--- src/rtl/bioz_adc_sweep_capture_if.sv ---
// BioZ AFE capture bus: the control/serial-data lines into the capture block
// and the raw-sample and averaged-result ports out of it.
interface bioz_adc_sweep_capture_if #(
  parameter int DATA_W = 12
);
  logic              ADC_En;
  logic              ADC_Start;
  logic [3:0]        Fsel;
  logic              ADC_Sdo;
  logic              ADC_Sck_En;
  logic              Busy;
  logic [DATA_W-1:0] Sample_Data;
  logic              Sample_Valid;
  logic [DATA_W-1:0] Avg_Data;
  logic [3:0]        Avg_Fsel;
  logic              Avg_Valid;
  logic              Avg_Ready;
  logic              Overrun;

  // AFE controller / ADC / sweep logger side
  modport master (
    output ADC_En, ADC_Start, Fsel, ADC_Sdo, Avg_Ready,
    input  ADC_Sck_En, Busy, Sample_Data, Sample_Valid,
           Avg_Data, Avg_Fsel, Avg_Valid, Overrun
  );

  // capture block side
  modport slave (
    input  ADC_En, ADC_Start, Fsel, ADC_Sdo, Avg_Ready,
    output ADC_Sck_En, Busy, Sample_Data, Sample_Valid,
           Avg_Data, Avg_Fsel, Avg_Valid, Overrun
  );
endinterface

--- src/rtl/bioz_adc_sweep_capture.sv ---
// BioZ ADC sweep capture: waits out the conversion after each ADC_Start
// rising edge, shifts in the serial result MSB first, tags it with the Fsel
// latched at start and averages 2^NAVG_LOG2 samples per Fsel step.
//
// state | meaning
// IDLE  | waiting for a qualified ADC_Start rising edge
// CONV  | counting down the ADC conversion time
// SHIFT | ADC serial clock enabled, one result bit per cycle
// ACCUM | publish raw sample, fold it into the running average
module bioz_adc_sweep_capture #(
  parameter int DATA_W      = 12,
  parameter int CONV_CYCLES = 16,
  parameter int NAVG_LOG2   = 2
) (
  input  logic Clk,
  input  logic Rst,
  bioz_adc_sweep_capture_if.slave bus
);

  localparam int ACC_W     = DATA_W + NAVG_LOG2;
  localparam int NAVG      = 1 << NAVG_LOG2;
  localparam int AVG_CNT_W = NAVG_LOG2 + 1;
  localparam int CNT_MAX   = (CONV_CYCLES > DATA_W) ? CONV_CYCLES : DATA_W;
  localparam int CNT_W     = $clog2(CNT_MAX + 1);

  typedef enum logic [1:0] {
    S_IDLE  = 2'd0,
    S_CONV  = 2'd1,
    S_SHIFT = 2'd2,
    S_ACCUM = 2'd3
  } state_t;

  state_t                 state_q, state_d;
  logic                   start_hist_q, start_hist_d;
  logic [CNT_W-1:0]       cnt_q, cnt_d;
  logic [3:0]             cur_fsel_q, cur_fsel_d;
  logic [DATA_W-1:0]      shreg_q, shreg_d;
  logic [ACC_W-1:0]       acc_q, acc_d;
  logic [3:0]             acc_fsel_q, acc_fsel_d;
  logic [AVG_CNT_W-1:0]   count_q, count_d;
  logic [DATA_W-1:0]      sample_data_q, sample_data_d;
  logic                   sample_valid_q, sample_valid_d;
  logic [DATA_W-1:0]      avg_data_q, avg_data_d;
  logic [3:0]             avg_fsel_q, avg_fsel_d;
  logic                   avg_valid_q, avg_valid_d;
  logic                   overrun_q, overrun_d;

  logic                   start_det;
  logic                   cnt_zero;
  logic                   abort;
  logic [ACC_W-1:0]       acc_new;
  logic [AVG_CNT_W-1:0]   count_new;
  logic                   sck_en;
  logic                   busy;

  assign start_det = bus.ADC_Start & ~start_hist_q & bus.ADC_En;
  assign cnt_zero  = (cnt_q == '0);
  assign abort     = (state_q != S_IDLE) & ~bus.ADC_En;

  // State register
  always_ff @(posedge Clk) begin
    if (Rst) state_q <= S_IDLE;
    else     state_q <= state_d;
  end

  // Next-state logic; ADC_En low pulls any active capture back to IDLE
  always_comb begin
    state_d = state_q;
    unique case (state_q)
      S_IDLE:  if (start_det) state_d = S_CONV;
      S_CONV:  if (!bus.ADC_En) state_d = S_IDLE;
               else if (cnt_zero) state_d = S_SHIFT;
      S_SHIFT: if (!bus.ADC_En) state_d = S_IDLE;
               else if (cnt_zero) state_d = S_ACCUM;
      S_ACCUM: state_d = S_IDLE;
      default: state_d = S_IDLE;
    endcase
  end

  // State-decoded outputs
  always_comb begin
    sck_en = (state_q == S_SHIFT);
    busy   = (state_q != S_IDLE);
  end

  // Datapath next values: counters, shift register, accumulator, result slot
  always_comb begin
    start_hist_d   = bus.ADC_Start;
    cnt_d          = cnt_q;
    cur_fsel_d     = cur_fsel_q;
    shreg_d        = shreg_q;
    acc_d          = acc_q;
    acc_fsel_d     = acc_fsel_q;
    count_d        = count_q;
    sample_data_d  = sample_data_q;
    sample_valid_d = 1'b0;
    avg_data_d     = avg_data_q;
    avg_fsel_d     = avg_fsel_q;
    avg_valid_d    = avg_valid_q & ~bus.Avg_Ready;
    overrun_d      = overrun_q;
    acc_new        = acc_q;
    count_new      = count_q;

    if (abort) begin
      // a partial average cannot span an aborted capture
      acc_d   = '0;
      count_d = '0;
    end else begin
      unique case (state_q)
        S_IDLE: begin
          if (start_det) begin
            cur_fsel_d = bus.Fsel;
            cnt_d      = CNT_W'(CONV_CYCLES - 1);
          end
        end
        S_CONV: begin
          if (cnt_zero) cnt_d = CNT_W'(DATA_W - 1);
          else          cnt_d = cnt_q - CNT_W'(1);
        end
        S_SHIFT: begin
          shreg_d = {shreg_q[DATA_W-2:0], bus.ADC_Sdo};
          if (!cnt_zero) cnt_d = cnt_q - CNT_W'(1);
        end
        S_ACCUM: begin
          sample_data_d  = shreg_q;
          sample_valid_d = 1'b1;
          // a new Fsel step restarts the average, dropping any partial sum
          if ((cur_fsel_q != acc_fsel_q) || (count_q == '0)) begin
            acc_new    = ACC_W'(shreg_q);
            count_new  = AVG_CNT_W'(1);
            acc_fsel_d = cur_fsel_q;
          end else begin
            acc_new   = acc_q + ACC_W'(shreg_q);
            count_new = count_q + AVG_CNT_W'(1);
          end
          if (count_new == AVG_CNT_W'(NAVG)) begin
            acc_d   = '0;
            count_d = '0;
            if (!avg_valid_q || bus.Avg_Ready) begin
              avg_data_d  = DATA_W'(acc_new >> NAVG_LOG2);
              avg_fsel_d  = acc_fsel_d;
              avg_valid_d = 1'b1;
            end else begin
              overrun_d = 1'b1;
            end
          end else begin
            acc_d   = acc_new;
            count_d = count_new;
          end
        end
        default: ;
      endcase
    end
  end

  // Datapath registers; start history resets high so a held ADC_Start is not an edge
  always_ff @(posedge Clk) begin
    if (Rst) begin
      start_hist_q   <= 1'b1;
      cnt_q          <= '0;
      cur_fsel_q     <= '0;
      shreg_q        <= '0;
      acc_q          <= '0;
      acc_fsel_q     <= '0;
      count_q        <= '0;
      sample_data_q  <= '0;
      sample_valid_q <= 1'b0;
      avg_data_q     <= '0;
      avg_fsel_q     <= '0;
      avg_valid_q    <= 1'b0;
      overrun_q      <= 1'b0;
    end else begin
      start_hist_q   <= start_hist_d;
      cnt_q          <= cnt_d;
      cur_fsel_q     <= cur_fsel_d;
      shreg_q        <= shreg_d;
      acc_q          <= acc_d;
      acc_fsel_q     <= acc_fsel_d;
      count_q        <= count_d;
      sample_data_q  <= sample_data_d;
      sample_valid_q <= sample_valid_d;
      avg_data_q     <= avg_data_d;
      avg_fsel_q     <= avg_fsel_d;
      avg_valid_q    <= avg_valid_d;
      overrun_q      <= overrun_d;
    end
  end

  assign bus.ADC_Sck_En   = sck_en;
  assign bus.Busy         = busy;
  assign bus.Sample_Data  = sample_data_q;
  assign bus.Sample_Valid = sample_valid_q;
  assign bus.Avg_Data     = avg_data_q;
  assign bus.Avg_Fsel     = avg_fsel_q;
  assign bus.Avg_Valid    = avg_valid_q;
  assign bus.Overrun      = overrun_q;

endmodule

--- src/flat_wrapper.sv ---
// flat-port wrapper written by rule: the top's interface ports become plain ports
module bioz_adc_sweep_capture_flat 
#(
  parameter int DATA_W      = 12,
  parameter int CONV_CYCLES = 16,
  parameter int NAVG_LOG2   = 2
)
  (Clk, Rst, bus_ADC_En, bus_ADC_Start, bus_Fsel, bus_ADC_Sdo, bus_Avg_Ready, bus_ADC_Sck_En, bus_Busy, bus_Sample_Data, bus_Sample_Valid, bus_Avg_Data, bus_Avg_Fsel, bus_Avg_Valid, bus_Overrun);
  bioz_adc_sweep_capture_if #(.DATA_W(DATA_W)) bus_i ();
  input  logic Clk;
  input  logic Rst;
  input wire logic [$bits(bus_i.ADC_En)-1:0] bus_ADC_En;
  input wire logic [$bits(bus_i.ADC_Start)-1:0] bus_ADC_Start;
  input wire logic [$bits(bus_i.Fsel)-1:0] bus_Fsel;
  input wire logic [$bits(bus_i.ADC_Sdo)-1:0] bus_ADC_Sdo;
  input wire logic [$bits(bus_i.Avg_Ready)-1:0] bus_Avg_Ready;
  output wire logic [$bits(bus_i.ADC_Sck_En)-1:0] bus_ADC_Sck_En;
  output wire logic [$bits(bus_i.Busy)-1:0] bus_Busy;
  output wire logic [$bits(bus_i.Sample_Data)-1:0] bus_Sample_Data;
  output wire logic [$bits(bus_i.Sample_Valid)-1:0] bus_Sample_Valid;
  output wire logic [$bits(bus_i.Avg_Data)-1:0] bus_Avg_Data;
  output wire logic [$bits(bus_i.Avg_Fsel)-1:0] bus_Avg_Fsel;
  output wire logic [$bits(bus_i.Avg_Valid)-1:0] bus_Avg_Valid;
  output wire logic [$bits(bus_i.Overrun)-1:0] bus_Overrun;
  assign bus_i.ADC_En = bus_ADC_En;
  assign bus_i.ADC_Start = bus_ADC_Start;
  assign bus_i.Fsel = bus_Fsel;
  assign bus_i.ADC_Sdo = bus_ADC_Sdo;
  assign bus_i.Avg_Ready = bus_Avg_Ready;
  assign bus_ADC_Sck_En = bus_i.ADC_Sck_En;
  assign bus_Busy = bus_i.Busy;
  assign bus_Sample_Data = bus_i.Sample_Data;
  assign bus_Sample_Valid = bus_i.Sample_Valid;
  assign bus_Avg_Data = bus_i.Avg_Data;
  assign bus_Avg_Fsel = bus_i.Avg_Fsel;
  assign bus_Avg_Valid = bus_i.Avg_Valid;
  assign bus_Overrun = bus_i.Overrun;
  bioz_adc_sweep_capture #(.DATA_W(DATA_W), .CONV_CYCLES(CONV_CYCLES), .NAVG_LOG2(NAVG_LOG2)) u_core (.Clk(Clk), .Rst(Rst), .bus(bus_i));
endmodule
--- config.mk ---
export PLATFORM = sky130hd
export DESIGN_NAME = bioz_adc_sweep_capture_flat
export DESIGN_NICKNAME = d
export VERILOG_FILES = /design/src/rtl/bioz_adc_sweep_capture_if.sv /design/src/rtl/bioz_adc_sweep_capture.sv /design/src/flat_wrapper.sv
export SDC_FILE = /design/constraint.sdc
export NUM_CORES = 1
export LEC_CHECK = 0
export BUFFER_PORTS_ARGS = -buffer_cell sky130_fd_sc_hd__buf_2
export CAP_MARGIN = 20
export CORE_MARGIN = 2
export CORE_UTILIZATION = 63
export CTS_CLUSTER_SIZE = 20
export DETAILED_ROUTE_END_ITERATION = 16
export GPL_TIMING_DRIVEN = 0
export PLACE_DENSITY = 0.85
export SLEW_MARGIN = 20
export SYNTH_ARGS = -nofsm -noshare
export SYNTH_HDL_FRONTEND = slang
export SYNTH_SLANG_ARGS = --single-unit
--- constraint.sdc ---
create_clock -name Clk -period 3.5 [get_ports Clk]
set_clock_uncertainty 0.05 [all_clocks]
set_input_delay 0.7 -clock Clk [delete_from_list [all_inputs] [get_ports Clk]]
set_output_delay 0.7 -clock Clk [all_outputs]
set_load 0.05 [all_outputs]
==> metrics.md, run 1 <==
| Metric | Value |
|---|---|
| H-tree Lvls | `3` |
| Cells along the critical path | `ha_1 > fa_1 > a21o_1 > a221oi_4 > o2111ai_2 > a211o_1 > a21boi_1 > o21a_1` |
| Grt ovf | `0` |
| Mapped Area | `3851 sq um` |
| Sequential Area | `1521 sq um` |
| Number of synthesis warnings | `0` |
| Flops & latches, synth | `76` |
| MaxCap Viol Count | `0` |
| Initial Util | `65.05%` |
| Die area | `6754 sq um` |
| Placed cell area | `4145 sq um` |
| RSZ-0062 raised after global routing | `no` |
| Post-synthesis sequential area ratio | `39.51%` |
| Fillers | `456` |
| CTS tree | `built` |
| Area grow syn2layout | `14.36%` |
| Remaining routing DRC violations | `0` |
| CTS-repair resized insts | `0` |
| Final ANT Viol Nets | `0` |
| Setup TNS | `0 ns` |
| CP Class | `flop to flop` |
| Worst slack, placed | `0.9926 ns` |
| Dpl hpwl | `6964 um` |
| Final setup vio count | `0` |
| Outcome | `completed` |
| Hold WC Path Type | `flop to flop` |
| Hold-fix buffers, CTS | `0` |
| Max Freq | `387.3 MHz` |
| CP max FO | `6` |
| Critical Path Max Stage Delay | `0.40 ns` |
| Async set-or-reset flop fraction in the synthesized netlist | `0%` |
| Buf+Inv Stages, Crit Path | `0` |
| Commonest non-fill, non-tap cells in the layout | `nand2_1, dfxtp_1, buf_2, a21oi_1, nor2_1` |
| Number of global-route vias before repair | `3,289` |
| Worst-Skew Late Latency | `0.35 ns` |
| Startpoint Class | `flop` |
| CORE AREA | `5921 sq um` |
| CP required | `3.75 ns` |
| Synth top area cells | `dfxtp_1, nand2_1, ha_1, a21oi_1, nor2_1` |
| Ports | `43` |
| Slew Viols, Final | `0` |
| Number of flops mapped to enable cells by yosys | `0` |
| CP Capture Type | `flop` |
| Post-synth cell types | `61` |
| # nets final | `540` |
| Synthesized net count | `489` |
| Commonest non-fill, non-tap cell in the layout | `nand2_1` |
| Final Instance Area | `4404 sq um` |
| Clock Pin Slew Worst Setup and Hold Paths | `0.08 ns` |
| CTS sink count | `76` |
| Diode count | `0` |
| Cells after Synth | `459` |
| Layout cell share with drive strength beyond 1 | `16.89%` |
| First-pass GRT wire length | `15,800 um` |
| GPL Wtd Cong | `0.8973` |
| Multi-input logic area | `2170 sq um` |
| Port bufs | `40` |
| Static Leak | `0.001767 uW` |
| Final WL | `9580 um` |
| Initial DRC count | `284` |
| Clock buffer depth | `2` |
| Most used DFF post-synth | `dfxtp_1` |
| Die Span X | `82.19 um` |
| Slew HR | `53.13%` |
| Routed WL per cell | `16.24 um` |
| Largest net degree at the start of global routing | `14` |
| Tot GR Track Use | `30.86%` |
| Clock tree root buffer cell | `clkbuf_8` |
| CTS buffer count | `9` |
| Syn_area_per_cell | `8.390 sq um` |
| Actual slew at the worst max-slew pin | `0.7004 ns` |
| Final period demand of the worst path | `2.582 ns` |
| Critical Path AT | `2.83 ns` |
| Max VDD drop | `0.3051 mV` |
| DR vias/cell | `6.112` |
| Setup ws final | `0.9179 ns` |
| Final period util | `73.77%` |
| Post-CTS Setup Inserts | `0` |
| Slowest CP cell | `fa_1` |
| Top cell type by total area after synthesis | `dfxtp_1` |
| Post-synth top area share | `39.51%` |
| DR vias | `3,606` |
| DRT Pass-1 Iters | `5` |
| Pwr Density | `429.6 nW/um^2` |
| Final Util | `74.39%` |
| Crit-path leading delay family | `compound AO/OA/AOI/OAI gates` |
| Final hold slack | `0.4071 ns` |
| Die height | `82.19 um` |
| Antenna violations before repair | `0` |
| Final Hold Fails | `0` |
| Row count | `28` |
[cell families (layout without fill, tap and decap cells)]
| logic type | count (synthesis) | count (layout) | synth area share [%] |
|---|---|---|---|
| AO/OA/AOI/OAI | 124 | 124 | 21.96 |
| XOR/XNOR | 11 | 11 | 2.502 |
| buffers and inverters | 35 | 91 | 4.158 |
| AND/OR/NAND/NOR | 182 | 182 | 22.32 |
| adder cells (fa/ha/maj) | 20 | 20 | 6.693 |
| multiplexers | 11 | 11 | 2.859 |
| flip-flops | 76 | 76 | 39.51 |
[per-layer routing]
| metal | vias to the layer above | track usage (%) | wire length (um) |
|---|---|---|---|
| met5 | - | 0 | 0 |
| met4 | 0 | 10.50 | 163 |
| met3 | 26 | 6.630 | 696 |
| met2 | 139 | 50.73 | 4657 |
| met1 | 1717 | 40.11 | 4064 |
| li1 | 1724 | - | - |
[synth_stat cells (2+ instances only)]
master / n
nand2_1: 83
dfxtp_1: 76
a21oi_1: 44
nor2_1: 41
o21ai_0: 20
ha_1: 19
inv_1: 14
mux2i_1: 11
nand3_1: 11
nor3_1: 11
clkbuf_1: 10
a31oi_1: 8
xor2_1: 8
a21o_1: 7
a211oi_2: 6
nand2b_1: 6
o21a_1: 6
a211oi_1: 5
buf_2: 5
nor2b_1: 5
nand4_1: 4
a311oi_1: 3
a32oi_1: 3
and3_1: 3
buf_1: 3
or2_2: 3
xnor2_1: 3
a21boi_1: 2
a221oi_1: 2
a22oi_1: 2
nor3b_1: 2
o21ai_1: 2
o21ba_2: 2
o21bai_1: 2
[power breakdown]
| group | switching [uW] | internal, uW |
|---|---|---|
| Combinational | 106 | 45.8 |
| Sequential | 9.69 | 875 |
| Clock | 340 | 515 |
| Total | 456 | 1440 |
[final timing paths]
check	startpoint	to	slack, ns	cells past startpoint
worst max register to register	u_core.shreg_q[0]$_SDFFE_PP0P_	u_core.acc_q[12]$_SDFFE_PP0P_	0.92	8
worst max-delay path	u_core.shreg_q[0]$_SDFFE_PP0P_	u_core.acc_q[12]$_SDFFE_PP0P_	0.92	8
worst min-delay path	u_core.bus.Sample_Data[3]$_SDFFE_PP0P_	u_core.bus.Sample_Data[3]$_SDFFE_PP0P_	0.41	2
worst min register to register	u_core.bus.Sample_Data[3]$_SDFFE_PP0P_	u_core.bus.Sample_Data[3]$_SDFFE_PP0P_	0.41	2
[worst min-delay path: cells and delay by family (launching register included)]
kind,cells,cell delay [ns]
and+or+nand+nor,1,0.05
DFF,1,0.31
AOI/OAI and AO/OA,1,0.05
[sequential cells by signal, summed over array words and instances, names as in the netlist]
| signal | flops |
|---|---|
| u_core.acc_q | 14 |
| u_core.bus.Avg_Data | 12 |
| u_core.bus.Sample_Data | 12 |
| u_core.shreg_q | 12 |
| u_core.cnt_q | 5 |
| u_core.acc_fsel_q | 4 |
| u_core.bus.Avg_Fsel | 4 |
| u_core.cur_fsel_q | 4 |
| u_core.count_q | 3 |
| u_core.state_q | 2 |
| u_core.bus.Avg_Valid | 1 |
| u_core.bus.Overrun | 1 |
| u_core.bus.Sample_Valid | 1 |
| u_core.start_hist_q | 1 |
[layout make-up]
type,count,share of cell area [%]
Clock buffer,11,3.437
Inverter,14,1.193
Clock inverter,5,2.443
Tap cell,75,2.131
Timing Repair Buffer,40,4.545
Buffer,21,2.443
Sequential cell,76,34.55
Multi-Input combinational cell,348,49.26
[stage by stage]
step | cells | total power, uW
after floorplan | 459 | 1013
after global placement | 574 | 1046
after detailed placement | 574 | 1052
after CTS | 590 | 1889
after global routing | 590 | 1952
final | 590 | 1892
Note: power is estimated with default switching activity, not from simulation.
==> run 2, diff against run 1 <==
Settings changed: ABC_AREA set to 1, CORE_UTILIZATION 63 to 53, PLACE_DENSITY 0.85 to 0.76.
Clock period 3.5 ns to 2.1 ns, I/O delays scaled along.
==> run 2 against run 1 <==
Clock power increased by 39%. Worst hold slack got worse by 0.17 ns. Cell area grew 4.2%. Die area up 21%. Synthesized area grew 3.1%. Highest routed layer unchanged. Critical endpoint is now u_core.bus.Avg_Data[10]$_SDFFE_PP0P_. First-iteration DRC count fell by 20%.
==> metrics.md, run 2 <==
| Metric | Value |
|---|---|
| Actual slew at the worst max-slew pin | `0.5018 ns` |
| Clock buffer depth | `2` |
| Synth top area cells | `dfxtp_1, nand2_1, nor2_1, inv_1, ha_1` |
| Commonest non-fill, non-tap cell in the layout | `nand2_1` |
| Slew Viols, Final | `0` |
| Pwr Density | `653.6 nW/um^2` |
| CP Capture Type | `flop` |
| GPL Wtd Cong | `0.8904` |
| Post-synth cell types | `27` |
| Mapped Area | `3971 sq um` |
| Final setup vio count | `0` |
| Die area | `8201 sq um` |
| Slowest CP cell | `dfxtp_2` |
| Final Instance Area | `4588 sq um` |
| MaxCap Viol Count | `0` |
| Final ANT Viol Nets | `0` |
| Post-synthesis sequential area ratio | `38.31%` |
| Top cell type by total area after synthesis | `dfxtp_1` |
| Post-synth top area share | `38.31%` |
| Startpoint Class | `flop` |
| Synthesized net count | `629` |
| Antenna violations before repair | `0` |
| # nets final | `685` |
| Most flops, register | `u_core.acc_q` |
| Number of global-route vias before repair | `3,791` |
| Initial Util | `54.75%` |
| Hold WC Path Type | `input pin to flop` |
| Final Hold Fails | `0` |
| CTS tree | `built` |
| Placed cell area | `4300 sq um` |
| Initial DRC count | `228` |
| Static Leak | `0.002278 uW` |
| Most used DFF post-synth | `dfxtp_1` |
| Grt ovf | `0` |
| DR vias/cell | `5.195` |
| Setup ws final | `0.1132 ns` |
| Area grow syn2layout | `15.53%` |
| Slew HR | `66.55%` |
| Async set-or-reset flop fraction in the synthesized netlist | `0%` |
| CP Class | `flop to flop` |
| Final period demand of the worst path | `1.987 ns` |
| Max reg flops | `14` |
| Number of synthesis warnings | `0` |
| Number of flops mapped to enable cells by yosys | `0` |
| Final hold slack | `0.2349 ns` |
| Critical Path Max Stage Delay | `0.36 ns` |
| Port bufs | `41` |
| CTS sink count | `76` |
| Setup TNS | `0 ns` |
| Remaining routing DRC violations | `0` |
| Flops & latches, synth | `76` |
| Cells along the critical path | `inv_2 > ha_1 > nand2_1 > nand2_1 > nor2_2 > nand3_4 > nor3_4 > nand4_4 > buf_4 > nor2_1 > nor2_1` |
| CP required | `2.31 ns` |
| Post-synth top cells | `nand2_1, nor2_1, inv_1` |
| DRT Pass-1 Iters | `5` |
| Count leader, synth | `nand2_1` |
| Dpl hpwl | `7314 um` |
| Commonest non-fill, non-tap cells in the layout | `nand2_1, nor2_1, inv_1, dfxtp_1, a21oi_1` |
| Layout cell share with drive strength beyond 1 | `14.09%` |
| Max VDD drop | `0.5202 mV` |
| Max Freq | `503.3 MHz` |
| CTS buffer count | `9` |
| Row count | `31` |
| Crit-path leading delay family | `simple AND/OR/NAND/NOR gates` |
| First-pass GRT wire length | `16,600 um` |
| RSZ-0062 raised after global routing | `no` |
| DR vias | `3,943` |
| Tot GR Track Use | `24.68%` |
| Clock tree root buffer cell | `clkbuf_8` |
| Clock Pin Slew Worst Setup and Hold Paths | `0.09 ns` |
| Largest net degree at the start of global routing | `15` |
| CP max FO | `10` |
| Syn_area_per_cell | `6.630 sq um` |
| Final period util | `94.61%` |
| Ports | `43` |
| Outcome | `completed` |
| Worst-Skew Late Latency | `0.36 ns` |
| Cells after Synth | `599` |
| H-tree Lvls | `3` |
| Placed Cells | `739` |
| Fin cells | `759` |
| Die height | `90.56 um` |
| Die Span X | `90.56 um` |
| Routed WL per cell | `12.91 um` |
| Final WL | `9800 um` |
| Buf+Inv Stages, Crit Path | `2` |
| Diode count | `0` |
| Worst slack, placed | `-0.01850 ns` |
| CORE AREA | `7253 sq um` |
| Critical Path AT | `2.20 ns` |
-- run 2: cell count changes after synthesis, sizes merged, moves of 7 or more --
cell / before / now
nor2: 42 / 90
nand4: 4 / 11
mux2i: 11 / 0
o21ai: 23 / 46
a21o: 8 / 0
a211oi: 11 / 3
inv: 14 / 81
nor3: 12 / 4
nand3: 12 / 26
nand2: 83 / 162
-- run 2: timing repair --
action                     in CTS  in global routing
setup endpoints to repair      12                 47
gates cloned                    0                  0
pin swaps                       1                  2
gates resized for setup         4                 22
hold buffers                    0                  0
buffers inserted                2                  2
-- run 2: through the flow --
step           util (%)  total power (uW)
3_3_place_gp      59.29              1821
5_1_grt           63.26              3108
2_1_floorplan         -              1756
6_report          63.26              2999
3_5_place_dp      59.29              1837
4_1_cts           62.46              3007
-- run 2: logic make-up (layout without fill, tap and decap cells) --
logic type	Yosys count	in the layout	share of synthesized area, %
flip-flops	76	76	38.31
AND/OR/NAND/NOR	295	295	30.75
buffers and inverters	101	162	9.861
AO/OA/AOI/OAI	100	100	13.04
adder cells (fa/ha/maj)	20	20	6.490
XOR/XNOR	7	7	1.544
-- run 2: cell type report --
class	count	area, sq um
fillers	721	2665
multi-input cells	422	2096
flip-flops and latches	76	1524
inverters	83	311.5
repair buffers	45	235.2
clock buffers	10	137.6
well taps	99	123.9
plain buffers	18	90.09
clock inverters	6	70.07
-- run 2: metal layers --
metal  GRT usage, %  up-vias  wire length (um)
li1               -     2011                 -
met1          30.57     1815              4405
met2          42.60       95              4778
met3          3.422       22               371
met4          10.90        0               244
met5              0        -                 0
-- run 2: final timing paths --
check,start,to,slack [ns],cells after the start
worst min-delay path,bus_ADC_Start,u_core.start_hist_q$_SDFF_PP1_,0.23,2
worst max-delay path,u_core.count_q[0]$_SDFFE_PP0P_,u_core.bus.Avg_Data[10]$_SDFFE_PP0P_,0.11,11
worst max register to register,u_core.count_q[0]$_SDFFE_PP0P_,u_core.bus.Avg_Data[10]$_SDFFE_PP0P_,0.11,11
worst min register to register,u_core.acc_q[13]$_SDFFE_PP0P_,u_core.acc_q[13]$_SDFFE_PP0P_,0.42,2
-- run 2: power by group --
group	internal [uW]	leakage, uW	switching, uW
sequential	1470	0.000615	24.5
clock	589	0.0000955	597
combinational	97.6	0.00157	218
==> run 3, diff against run 2 <==
Settings changed: CORE_UTILIZATION 53 to 63, PLACE_DENSITY 0.76 to 0.85.
Clock period 2.1 ns to 2.4 ns, I/O delays scaled along.
==> run 3 against run 2 <==
Flip-flop and latch count did not move. Wire length fell by 0.81%. Utilization rose by 12 points. Register-to-register slack improved by 0.14 ns. Clock-buffer cell count did not move. Cell area fell by 1.8%. Non-clock buffer count fell by 4. Die area fell by 15%. Worst hold slack improved by 0.055 ns. Clock power fell by 4%. Maximum frequency fell by 7.5%. Global-route usage rose by 3.3 points.
==> metrics.md, run 3 (synthesis gave the netlist of run 2 again) <==
| Metric | Value |
|---|---|
| Internal power | `1996 uW` |
| Worst-Skew Late Latency | `0.36 ns` |
| Design Power | `2715 uW` |
| Row count | `28` |
| CP max FO | `10` |
| Fillers | `455` |
| Hold-fix buffers, CTS | `0` |
| Final period util | `89.52%` |
| Static Leak | `0.002273 uW` |
| Seq pwr share | `48.2%` |
| DR vias/cell | `5.367` |
| Clock tree root buffer cell | `clkbuf_8` |
| Clk pwr share | `41.9%` |
| Critical Path AT | `2.34 ns` |
| CTS buffer count | `9` |
| Final setup vio count | `0` |
| Number of global-route vias before repair | `3,654` |
| CP required | `2.59 ns` |
| # nets final | `681` |
| Setup TNS | `0 ns` |
| Layout cell share with drive strength beyond 1 | `11.28%` |
| Logic pwr share | `9.9%` |
| Final ANT Viol Nets | `0` |
| Clock buffer depth | `2` |
| Final period demand of the worst path | `2.149 ns` |
| Grt ovf | `0` |
| CORE AREA | `5991 sq um` |
| GPL Wtd Cong | `0.9626` |
| Remaining routing DRC violations | `0` |
| Routed WL per cell | `13.30 um` |
| CP Class | `flop to flop` |
| First-pass GRT wire length | `15,870 um` |
| Pwr Density | `602.7 nW/um^2` |
| Sequential Area | `1521 sq um` |
| Max reg flops | `14` |
| Slew HR | `65.16%` |
| DRT Pass-1 Iters | `5` |
| Final Instance Area | `4504 sq um` |
| CP Capture Type | `flop` |
| Largest net degree at the start of global routing | `15` |
| Ports | `43` |
| Diode count | `0` |
| Die Span X | `83.40 um` |
| Initial Util | `66.29%` |
| MaxCap Viol Count | `0` |
| Actual slew at the worst max-slew pin | `0.5227 ns` |
| H-tree Lvls | `3` |
| Startpoint Class | `flop` |
| Max VDD drop | `0.5314 mV` |
| Post-CTS Setup Inserts | `0` |
| Most flops, register | `u_core.acc_q` |
| Final hold slack | `0.2903 ns` |
| Port bufs | `41` |
| Final WL | `9721 um` |
| Clock Pin Slew Worst Setup and Hold Paths | `0.09 ns` |
| Max Freq | `465.4 MHz` |
| DR vias | `3,923` |
| Area grow syn2layout | `13.42%` |
| Commonest non-fill, non-tap cells in the layout | `nand2_1, nor2_1, inv_1, dfxtp_1` |
| CTS-repair resized insts | `0` |
| Die area | `6955 sq um` |
| CTS tree | `built` |
| Initial DRC count | `250` |
| Commonest non-fill, non-tap cell in the layout | `nand2_1` |
| Slew Viols, Final | `0` |
| RSZ-0062 raised after global routing | `no` |
| Hold WC Path Type | `input pin to flop` |
| CTS sink count | `76` |
| Dpl hpwl | `7280 um` |
| Switching power of the nets | `718.9 uW` |
| Final Hold Fails | `0` |
| Outcome | `completed` |
| Antenna violations before repair | `0` |
| Tot GR Track Use | `27.98%` |
| Multi-input logic area | `2061 sq um` |
| Placed cell area | `4270 sq um` |
| Net Sw Frac | `26.48%` |
| Final Util | `75.19%` |
| Die height | `83.40 um` |
## run 3: path summary, 6_finish.rpt
kind | from | end | slack (ns) | cells after the start
max | u_core.state_q[0]$_SDFFE_PP0P_ | u_core.acc_q[6]$_SDFFE_PP0P_ | 0.25 | 7
min | bus_ADC_Start | u_core.start_hist_q$_SDFF_PP1_ | 0.29 | 2
max reg2reg | u_core.state_q[0]$_SDFFE_PP0P_ | u_core.acc_q[6]$_SDFFE_PP0P_ | 0.25 | 7
min reg2reg | u_core.bus.Overrun$_SDFFE_PP0P_ | u_core.bus.Overrun$_SDFFE_PP0P_ | 0.41 | 2
## run 3: per-stage QoR
step | std cells | worst slack, ns
6_report | 731 | 0.2514
5_1_grt | 731 | 0.1339
4_1_cts | 731 | 0.2481
3_5_place_dp | 715 | 0.3118
3_3_place_gp | 715 | 0.3376
2_1_floorplan | 599 | 0.4215
## run 3: critical path, stage by stage, from the launching register on
cell and delay (ns):
dfxtp_1 0.38, inv_1 0.09, ha_1 0.26, nor2_1 0.35, nor2_1 0.12, inv_1 0.26, clkbuf_1 0.43, a21oi_1 0.08
## run 3: layout make-up
| type | instances | area share, % |
|---|---|---|
| sequential | 76 | 33.78 |
| clock inverter | 6 | 2.083 |
| multi-input combinational | 422 | 45.75 |
| inverter | 83 | 6.917 |
| buffer | 18 | 1.778 |
| clock buffer | 10 | 3.056 |
| timing repair buffer | 41 | 4.556 |
| tap | 75 | 2.083 |
## run 3: power groups by stage
stage / sequential, uW / clock (uW) / combinational [uW]
2_1_floorplan: 1340 / 0 / 200
3_3_place_gp: 1340 / 0 / 255
3_5_place_dp: 1340 / 0 / 264
4_1_cts: 1310 / 1140 / 266
5_1_grt: 1310 / 1200 / 305
6_report: 1310 / 1140 / 269
## run 3: routing by layer
layer | up-vias | track usage [%] | wire length [um]
met3 | 29 | 6.759 | 484
li1 | 2001 | - | -
met2 | 125 | 46.77 | 4723
met4 | 0 | 14.61 | 318
met1 | 1768 | 33.25 | 4194
met5 | - | 0 | 0
